### config.mk
export PLATFORM = sky130hd
export DESIGN_NAME = backprop_sequencer_flat
export DESIGN_NICKNAME = d
export VERILOG_FILES = /design/src/rtl/backprop_sequencer_if.sv /design/src/rtl/backprop_sequencer.sv /design/src/flat_wrapper.sv
export SDC_FILE = /design/constraint.sdc
export NUM_CORES = 1
export LEC_CHECK = 0
export ABC_AREA = 1
export BUFFER_PORTS_ARGS = -buffer_cell sky130_fd_sc_hd__buf_2
export CAP_MARGIN = 20
export CORE_MARGIN = 5
export CORE_UTILIZATION = 49
export CTS_CLUSTER_DIAMETER = 120
export DETAILED_ROUTE_END_ITERATION = 16
export PLACE_DENSITY = 0.81
export SLEW_MARGIN = 20
export SYNTH_ARGS = -nofsm -noshare
export SYNTH_HDL_FRONTEND = slang
export SYNTH_SLANG_ARGS = --single-unit
### constraint.sdc
create_clock -name clk -period 2.6 [get_ports clk]
set_input_delay 0.39 -clock clk [delete_from_list [all_inputs] [get_ports clk]]
set_output_delay 0.39 -clock clk [all_outputs]
set_load 0.01 [all_outputs]
### src/rtl/backprop_sequencer_if.sv
// Bundle between the backprop sequencer, the training FSM, the weight/activation
// memories and the weight/delta datapath.
interface backprop_sequencer_if #(
  parameter int DWIDTH       = 32,
  parameter int AWIDTH       = 10,
  parameter int HiddenNeuron = 16
);
  logic                    start;
  logic [4:0]              n_src;
  logic [AWIDTH-1:0]       w_base;
  logic [AWIDTH-1:0]       a_base;
  logic [DWIDTH-1:0]       act_data;

  logic                    busy;
  logic                    done;
  logic [AWIDTH-1:0]       w_addr;
  logic                    w_en;
  logic                    w_we;
  logic [AWIDTH-1:0]       act_addr;
  logic                    act_en;
  logic [DWIDTH-1:0]       save_a;
  logic                    enable_write_w;
  logic                    enable_delta;
  logic [HiddenNeuron-1:0] enable_calc_delta;
  logic [4:0]              neuron_idx;

  // Sequencer side
  modport slave (
    input  start, n_src, w_base, a_base, act_data,
    output busy, done, w_addr, w_en, w_we, act_addr, act_en, save_a,
           enable_write_w, enable_delta, enable_calc_delta, neuron_idx
  );

  // Controller / memory / datapath side
  modport master (
    output start, n_src, w_base, a_base, act_data,
    input  busy, done, w_addr, w_en, w_we, act_addr, act_en, save_a,
           enable_write_w, enable_delta, enable_calc_delta, neuron_idx
  );
endinterface

### src/rtl/backprop_sequencer.sv
// Backprop weight/delta sequencer: per source neuron, fetch weight row and
// activation, strobe the datapath loads, write the row back, steer delta.
//
// state   | meaning
// --------+---------------------------------------------------------------
// IDLE    | waiting for start; latches N', bases and clears i on start
// READ    | w_en/act_en issued at base+i
// WAIT    | memory data valid; activation captured into save_a
// CALC    | datapath new-weight and next_delta registers load
// WRITE   | updated row written back, delta steered into slot i, i++
// DONE    | one-cycle done pulse, then back to IDLE
module backprop_sequencer #(
  parameter int DWIDTH       = 32,
  parameter int AWIDTH       = 10,
  parameter int HiddenNeuron = 16
) (
  input  logic                  clk,
  input  logic                  rst,
  backprop_sequencer_if.slave   bp
);

  typedef enum logic [2:0] {
    S_IDLE  = 3'd0,
    S_READ  = 3'd1,
    S_WAIT  = 3'd2,
    S_CALC  = 3'd3,
    S_WRITE = 3'd4,
    S_DONE  = 3'd5
  } state_t;

  localparam logic [4:0] N_MAX = 5'(HiddenNeuron);

  state_t            state_q, state_d;
  logic [4:0]        idx_q, idx_d;
  logic [4:0]        n_q, n_d;
  logic [AWIDTH-1:0] w_base_q, w_base_d;
  logic [AWIDTH-1:0] a_base_q, a_base_d;
  logic [DWIDTH-1:0] save_a_q, save_a_d;
  logic [4:0]        n_clamp;
  logic              in_slot;

  assign n_clamp = (bp.n_src > N_MAX) ? N_MAX : bp.n_src;

  // State and run-context registers; reset abandons any run in progress.
  always_ff @(posedge clk or posedge rst) begin
    if (rst) begin
      state_q  <= S_IDLE;
      idx_q    <= '0;
      n_q      <= '0;
      w_base_q <= '0;
      a_base_q <= '0;
      save_a_q <= '0;
    end else begin
      state_q  <= state_d;
      idx_q    <= idx_d;
      n_q      <= n_d;
      w_base_q <= w_base_d;
      a_base_q <= a_base_d;
      save_a_q <= save_a_d;
    end
  end

  // Next-state and run-context update.
  always_comb begin
    state_d  = state_q;
    idx_d    = idx_q;
    n_d      = n_q;
    w_base_d = w_base_q;
    a_base_d = a_base_q;
    save_a_d = save_a_q;
    case (state_q)
      S_IDLE: begin
        if (bp.start) begin
          n_d      = n_clamp;
          w_base_d = bp.w_base;
          a_base_d = bp.a_base;
          idx_d    = '0;
          state_d  = (n_clamp == 5'd0) ? S_DONE : S_READ;
        end
      end
      S_READ:  state_d = S_WAIT;
      S_WAIT: begin
        save_a_d = bp.act_data;
        state_d  = S_CALC;
      end
      S_CALC:  state_d = S_WRITE;
      S_WRITE: begin
        idx_d   = idx_q + 5'd1;
        state_d = ((idx_q + 5'd1) == n_q) ? S_DONE : S_READ;
      end
      S_DONE:  state_d = S_IDLE;
      default: state_d = S_IDLE;
    endcase
  end

  // Output decode; addresses are only driven while a neuron is in flight.
  always_comb begin
    in_slot              = (state_q == S_READ) || (state_q == S_WAIT) ||
                           (state_q == S_CALC) || (state_q == S_WRITE);
    bp.busy              = (state_q != S_IDLE);
    bp.done              = (state_q == S_DONE);
    bp.w_addr            = in_slot ? (w_base_q + AWIDTH'(idx_q)) : '0;
    bp.act_addr          = in_slot ? (a_base_q + AWIDTH'(idx_q)) : '0;
    bp.w_en              = (state_q == S_READ);
    bp.act_en            = (state_q == S_READ);
    bp.w_we              = (state_q == S_WRITE);
    bp.enable_write_w    = (state_q == S_CALC);
    bp.enable_delta      = (state_q == S_CALC);
    bp.enable_calc_delta = (state_q == S_WRITE) ?
                           (HiddenNeuron'(1) << idx_q) : '0;
    bp.save_a            = save_a_q;
    bp.neuron_idx        = idx_q;
  end

endmodule

### src/flat_wrapper.sv
// flat-port wrapper written by rule: the top's interface ports become plain ports
module backprop_sequencer_flat 
#(
  parameter int DWIDTH       = 32,
  parameter int AWIDTH       = 10,
  parameter int HiddenNeuron = 16
)
  (clk, rst, bp_start, bp_n_src, bp_w_base, bp_a_base, bp_act_data, bp_busy, bp_done, bp_w_addr, bp_w_en, bp_w_we, bp_act_addr, bp_act_en, bp_save_a, bp_enable_write_w, bp_enable_delta, bp_enable_calc_delta, bp_neuron_idx);
  backprop_sequencer_if #(.DWIDTH(DWIDTH), .AWIDTH(AWIDTH), .HiddenNeuron(HiddenNeuron)) bp_i ();
  input  logic clk;
  input  logic rst;
  input wire logic [$bits(bp_i.start)-1:0] bp_start;
  input wire logic [$bits(bp_i.n_src)-1:0] bp_n_src;
  input wire logic [$bits(bp_i.w_base)-1:0] bp_w_base;
  input wire logic [$bits(bp_i.a_base)-1:0] bp_a_base;
  input wire logic [$bits(bp_i.act_data)-1:0] bp_act_data;
  output wire logic [$bits(bp_i.busy)-1:0] bp_busy;
  output wire logic [$bits(bp_i.done)-1:0] bp_done;
  output wire logic [$bits(bp_i.w_addr)-1:0] bp_w_addr;
  output wire logic [$bits(bp_i.w_en)-1:0] bp_w_en;
  output wire logic [$bits(bp_i.w_we)-1:0] bp_w_we;
  output wire logic [$bits(bp_i.act_addr)-1:0] bp_act_addr;
  output wire logic [$bits(bp_i.act_en)-1:0] bp_act_en;
  output wire logic [$bits(bp_i.save_a)-1:0] bp_save_a;
  output wire logic [$bits(bp_i.enable_write_w)-1:0] bp_enable_write_w;
  output wire logic [$bits(bp_i.enable_delta)-1:0] bp_enable_delta;
  output wire logic [$bits(bp_i.enable_calc_delta)-1:0] bp_enable_calc_delta;
  output wire logic [$bits(bp_i.neuron_idx)-1:0] bp_neuron_idx;
  assign bp_i.start = bp_start;
  assign bp_i.n_src = bp_n_src;
  assign bp_i.w_base = bp_w_base;
  assign bp_i.a_base = bp_a_base;
  assign bp_i.act_data = bp_act_data;
  assign bp_busy = bp_i.busy;
  assign bp_done = bp_i.done;
  assign bp_w_addr = bp_i.w_addr;
  assign bp_w_en = bp_i.w_en;
  assign bp_w_we = bp_i.w_we;
  assign bp_act_addr = bp_i.act_addr;
  assign bp_act_en = bp_i.act_en;
  assign bp_save_a = bp_i.save_a;
  assign bp_enable_write_w = bp_i.enable_write_w;
  assign bp_enable_delta = bp_i.enable_delta;
  assign bp_enable_calc_delta = bp_i.enable_calc_delta;
  assign bp_neuron_idx = bp_i.neuron_idx;
  backprop_sequencer #(.DWIDTH(DWIDTH), .AWIDTH(AWIDTH), .HiddenNeuron(HiddenNeuron)) u_core (.clk(clk), .rst(rst), .bp(bp_i));
endmodule
==> qor.yml <==
setup_path:
  cpMostUsedCell: "nand2_2"
  crit_type: "flip-flop to output pin"
  path_cells: "ha_4 -> inv_2 -> fa_2 -> nand3b_1 -> nand2_2 -> nand2_2 -> nand2_2 -> nand3_2 -> and2_4 -> nor2_2 -> buf_2"
  crit_family: "simple AND/OR/NAND/NOR gates"
  crit_fanout: 4
  worstPathArrival_ns: 2.15
  cp.required_ns: 2.21
  cp_slowest_cell: "dfrtp_2"
  cp_slowest_stage_delay_ns: 0.44
  critPathLaunchType: "flip-flop"
  endpoint_kind: "output pin"
  cp.buffers_inverters: 2
finish:
  final_common_cell: "buf_2"
  finalNetCount: 628
  multi_input_area_um2: 1720
  num_antenna_cells: 0
  final_cell_mix: "139 x buf_2, 91 x nand2_1, 62 x dfrtp_1, 45 x nor2_1, 39 x inv_1"
  area_growth_pct: 31.4
  drive_gt1_share_pct: 41.8
  fill_cells: 561
  seqCellArea_um2: 1630
logic_synthesis:
  yosysUniqueCellTypes: 32
  synth_nets: 480
  synth_top_family_by_area: "simple AND/OR/NAND/NOR gates"
  synth_mux_area_share_pct: 10.3
  synth-compound-area-share_pct: 7.23
  synth-simple-area-share_pct: 21.9
  synth_seq_area_share_pct: 46.3
  synth-seq-cells: 65
  syn_inst: 402
  synthXorXnorAreaFrac_pct: 0.997
  synth_area_um2: 3510
  avgSynthCellArea_um2: 8.74
  synth_fa_ha_area_share_pct: 6.84
  synth_warnings: 0
routing:
  post-route-drc-count: 0
  drt_wl_total_um: 9250
  firstDrtPassIters: 4
  vias: 3231
  drtIter0Drc: 116
  ant_nets: 0
  routed_via_density: 4.96
  routedWlPerCell_um: 14.2
timing:
  grt_setup_unrepaired: "yes"
  worst_clock_skew_ns: 0.0113
  relSlewSlack_pct: 58.6
  final_hold_viol_count: 0
  setup_violations: 0
  drv_slew: 0
  period_share_pct: 97.7
  fin_setup_tns_ns: 0
  fmax_mhz: 394
  tightest_slew_ns: 0.620
  whs_ns: 0.132
  period_needed_ns: 2.54
grt:
  grt_pass1_wl_um: 15100
  overflow: 0
  antenna_found_initial: 0
  grt_max_degree: 37
  grt_pass1_vias: 3367
  grt_usage_pct: 21.3
placement:
  io_buffers: 139
  dp_hpwl_um: 7080
  place_congestion: 0.857
power:
  power_leakage_nw: 2.45
  design_power_total_mw: 5.38
  peakVddDrop_mv: 0.669
  p_per_area_nw_per_um2: 1170
die:
  die_w_um: 94.7
  num_rows: 30
  die_h_um: 94.7
  io_pins: 140
  core_um2: 6870
  initial_core_util_pct: 51.2
  die-area_um2: 8970
clock_network:
  numCtsBuffers: 9
  cts_root_buffer: "clkbuf_8"
  clk_latency_ns: 0.33
  htreeDepth: 3
  path_clk_slew_ns: 0.07
  clock-sinks: 65
  cts_tree: "done"
  clock_path_buffers: 2
job:
  maxCapViolations: 0
status:
  status: "complete, no violations"
worst_hold_path:
  hp-class: "input pin to asynchronous set/reset pin"
-- worst paths after layout --
path	from	end	slack, ns	cells past startpoint
max	u_core.bp.neuron_idx[0]$_DFFE_PP0P_	bp_w_addr[8]	0.06	11
min reg2reg	u_core.w_base_q[4]$_DFFE_PP0P_	u_core.w_base_q[4]$_DFFE_PP0P_	0.48	2
min	rst	u_core.bp.save_a[29]$_DFFE_PP0P_	0.13	2
max in group asynchronous	rst	u_core.bp.neuron_idx[0]$_DFFE_PP0P_	1.84	3
min in group clk	bp_w_base[6]	u_core.w_base_q[6]$_DFFE_PP0P_	0.25	3
max reg2reg	u_core.bp.neuron_idx[0]$_DFFE_PP0P_	u_core.state_q[2]$_DFFE_PP0P_	0.71	11
-- metrics by stage --
stage	area, µm²	worst slack (ns)	cells	util [%]
floorplan	3510	0.299	402	-
global placement	4320	0.328	631	62.8
global route	4620	-0.0563	651	67.2
finish	4620	0.0592	651	67.2
detailed placement	4320	0.257	631	62.8
CTS	4550	0.00609	650	66.3
-- timing repair --
item / in CTS / in global routing
hold buffers: 0 / 0
endpoints found under the setup margin: 4 / 12
resized for setup: 5 / 20
setup buffers: 3 / 1
pin swaps: 2 / 3
-- synth_stat cells --
| cell | instances | area [µm²] |
|---|---|---|
| a21oi_1 | 17 | 85.1 |
| a22oi_1 | 1 | 7.51 |
| a31oi_1 | 2 | 12.5 |
| and2_1 | 1 | 6.26 |
| buf_2 | 7 | 35.0 |
| buf_4 | 2 | 15.0 |
| buf_6 | 1 | 11.3 |
| clkbuf_1 | 1 | 3.75 |
| dfrtp_1 | 65 | 1630 |
| fa_1 | 2 | 40.0 |
| ha_1 | 16 | 200 |
| inv_1 | 41 | 154 |
| inv_2 | 3 | 11.3 |
| mux2_2 | 32 | 360 |
| nand2_1 | 97 | 364 |
| nand2_2 | 3 | 18.8 |
| nand3_1 | 13 | 65.1 |
| nand3_2 | 3 | 30.0 |
| nand3b_1 | 2 | 15.0 |
| nand4_1 | 3 | 18.8 |
| nor2_1 | 47 | 176 |
| nor2_4 | 1 | 11.3 |
| nor3_1 | 8 | 40.0 |
| nor3_2 | 1 | 10.0 |
| o21ai_0 | 20 | 100 |
| o21ai_1 | 1 | 5.00 |
| o21ai_2 | 2 | 17.5 |
| o22ai_1 | 3 | 18.8 |
| o31ai_1 | 1 | 7.51 |
| or2_2 | 2 | 12.5 |
| xnor2_1 | 2 | 17.5 |
| xor2_1 | 2 | 17.5 |
-- layout make-up --
class / instances / area share (%)
clock buffers: 10 / 2.98
multi-input cells: 282 / 37.3
inverters: 44 / 3.58
clock inverters: 6 / 1.44
repair buffers: 148 / 16.8
well taps: 96 / 2.60
flip-flops and latches: 65 / 35.3
-- registers in the layout, summed over array words and instances, names as in the netlist --
name and count:
u_core.n_q 5, u_core.bp.save_a 32, u_core.a_base_q 10, u_core.w_base_q 10
u_core.bp.neuron_idx 5, u_core.state_q 3
-- where the power goes --
group / internal (mW) / total (mW) / switching, mW
sequential: 1.49 / 1.78 / 0.290
clock: 0.472 / 0.860 / 0.388
combinational: 1.17 / 2.74 / 1.58
-- logic make-up (layout without fill, tap and decap cells) --
family	after synthesis	after routing
simple gates	181	181
mux	32	32
flops	65	65
compound gates	47	47
xor+xnor	4	4
fa+ha+maj	18	18
buf+inv	55	208
-- metal layers --
layer	share of wire, %	track usage, %
met1	41	25.5
met2	49	36.1
met3	9.2	7.57
met4	1.3	6.49
met5	0	0
No activity file was read; power rests on OpenSTA's default activity.
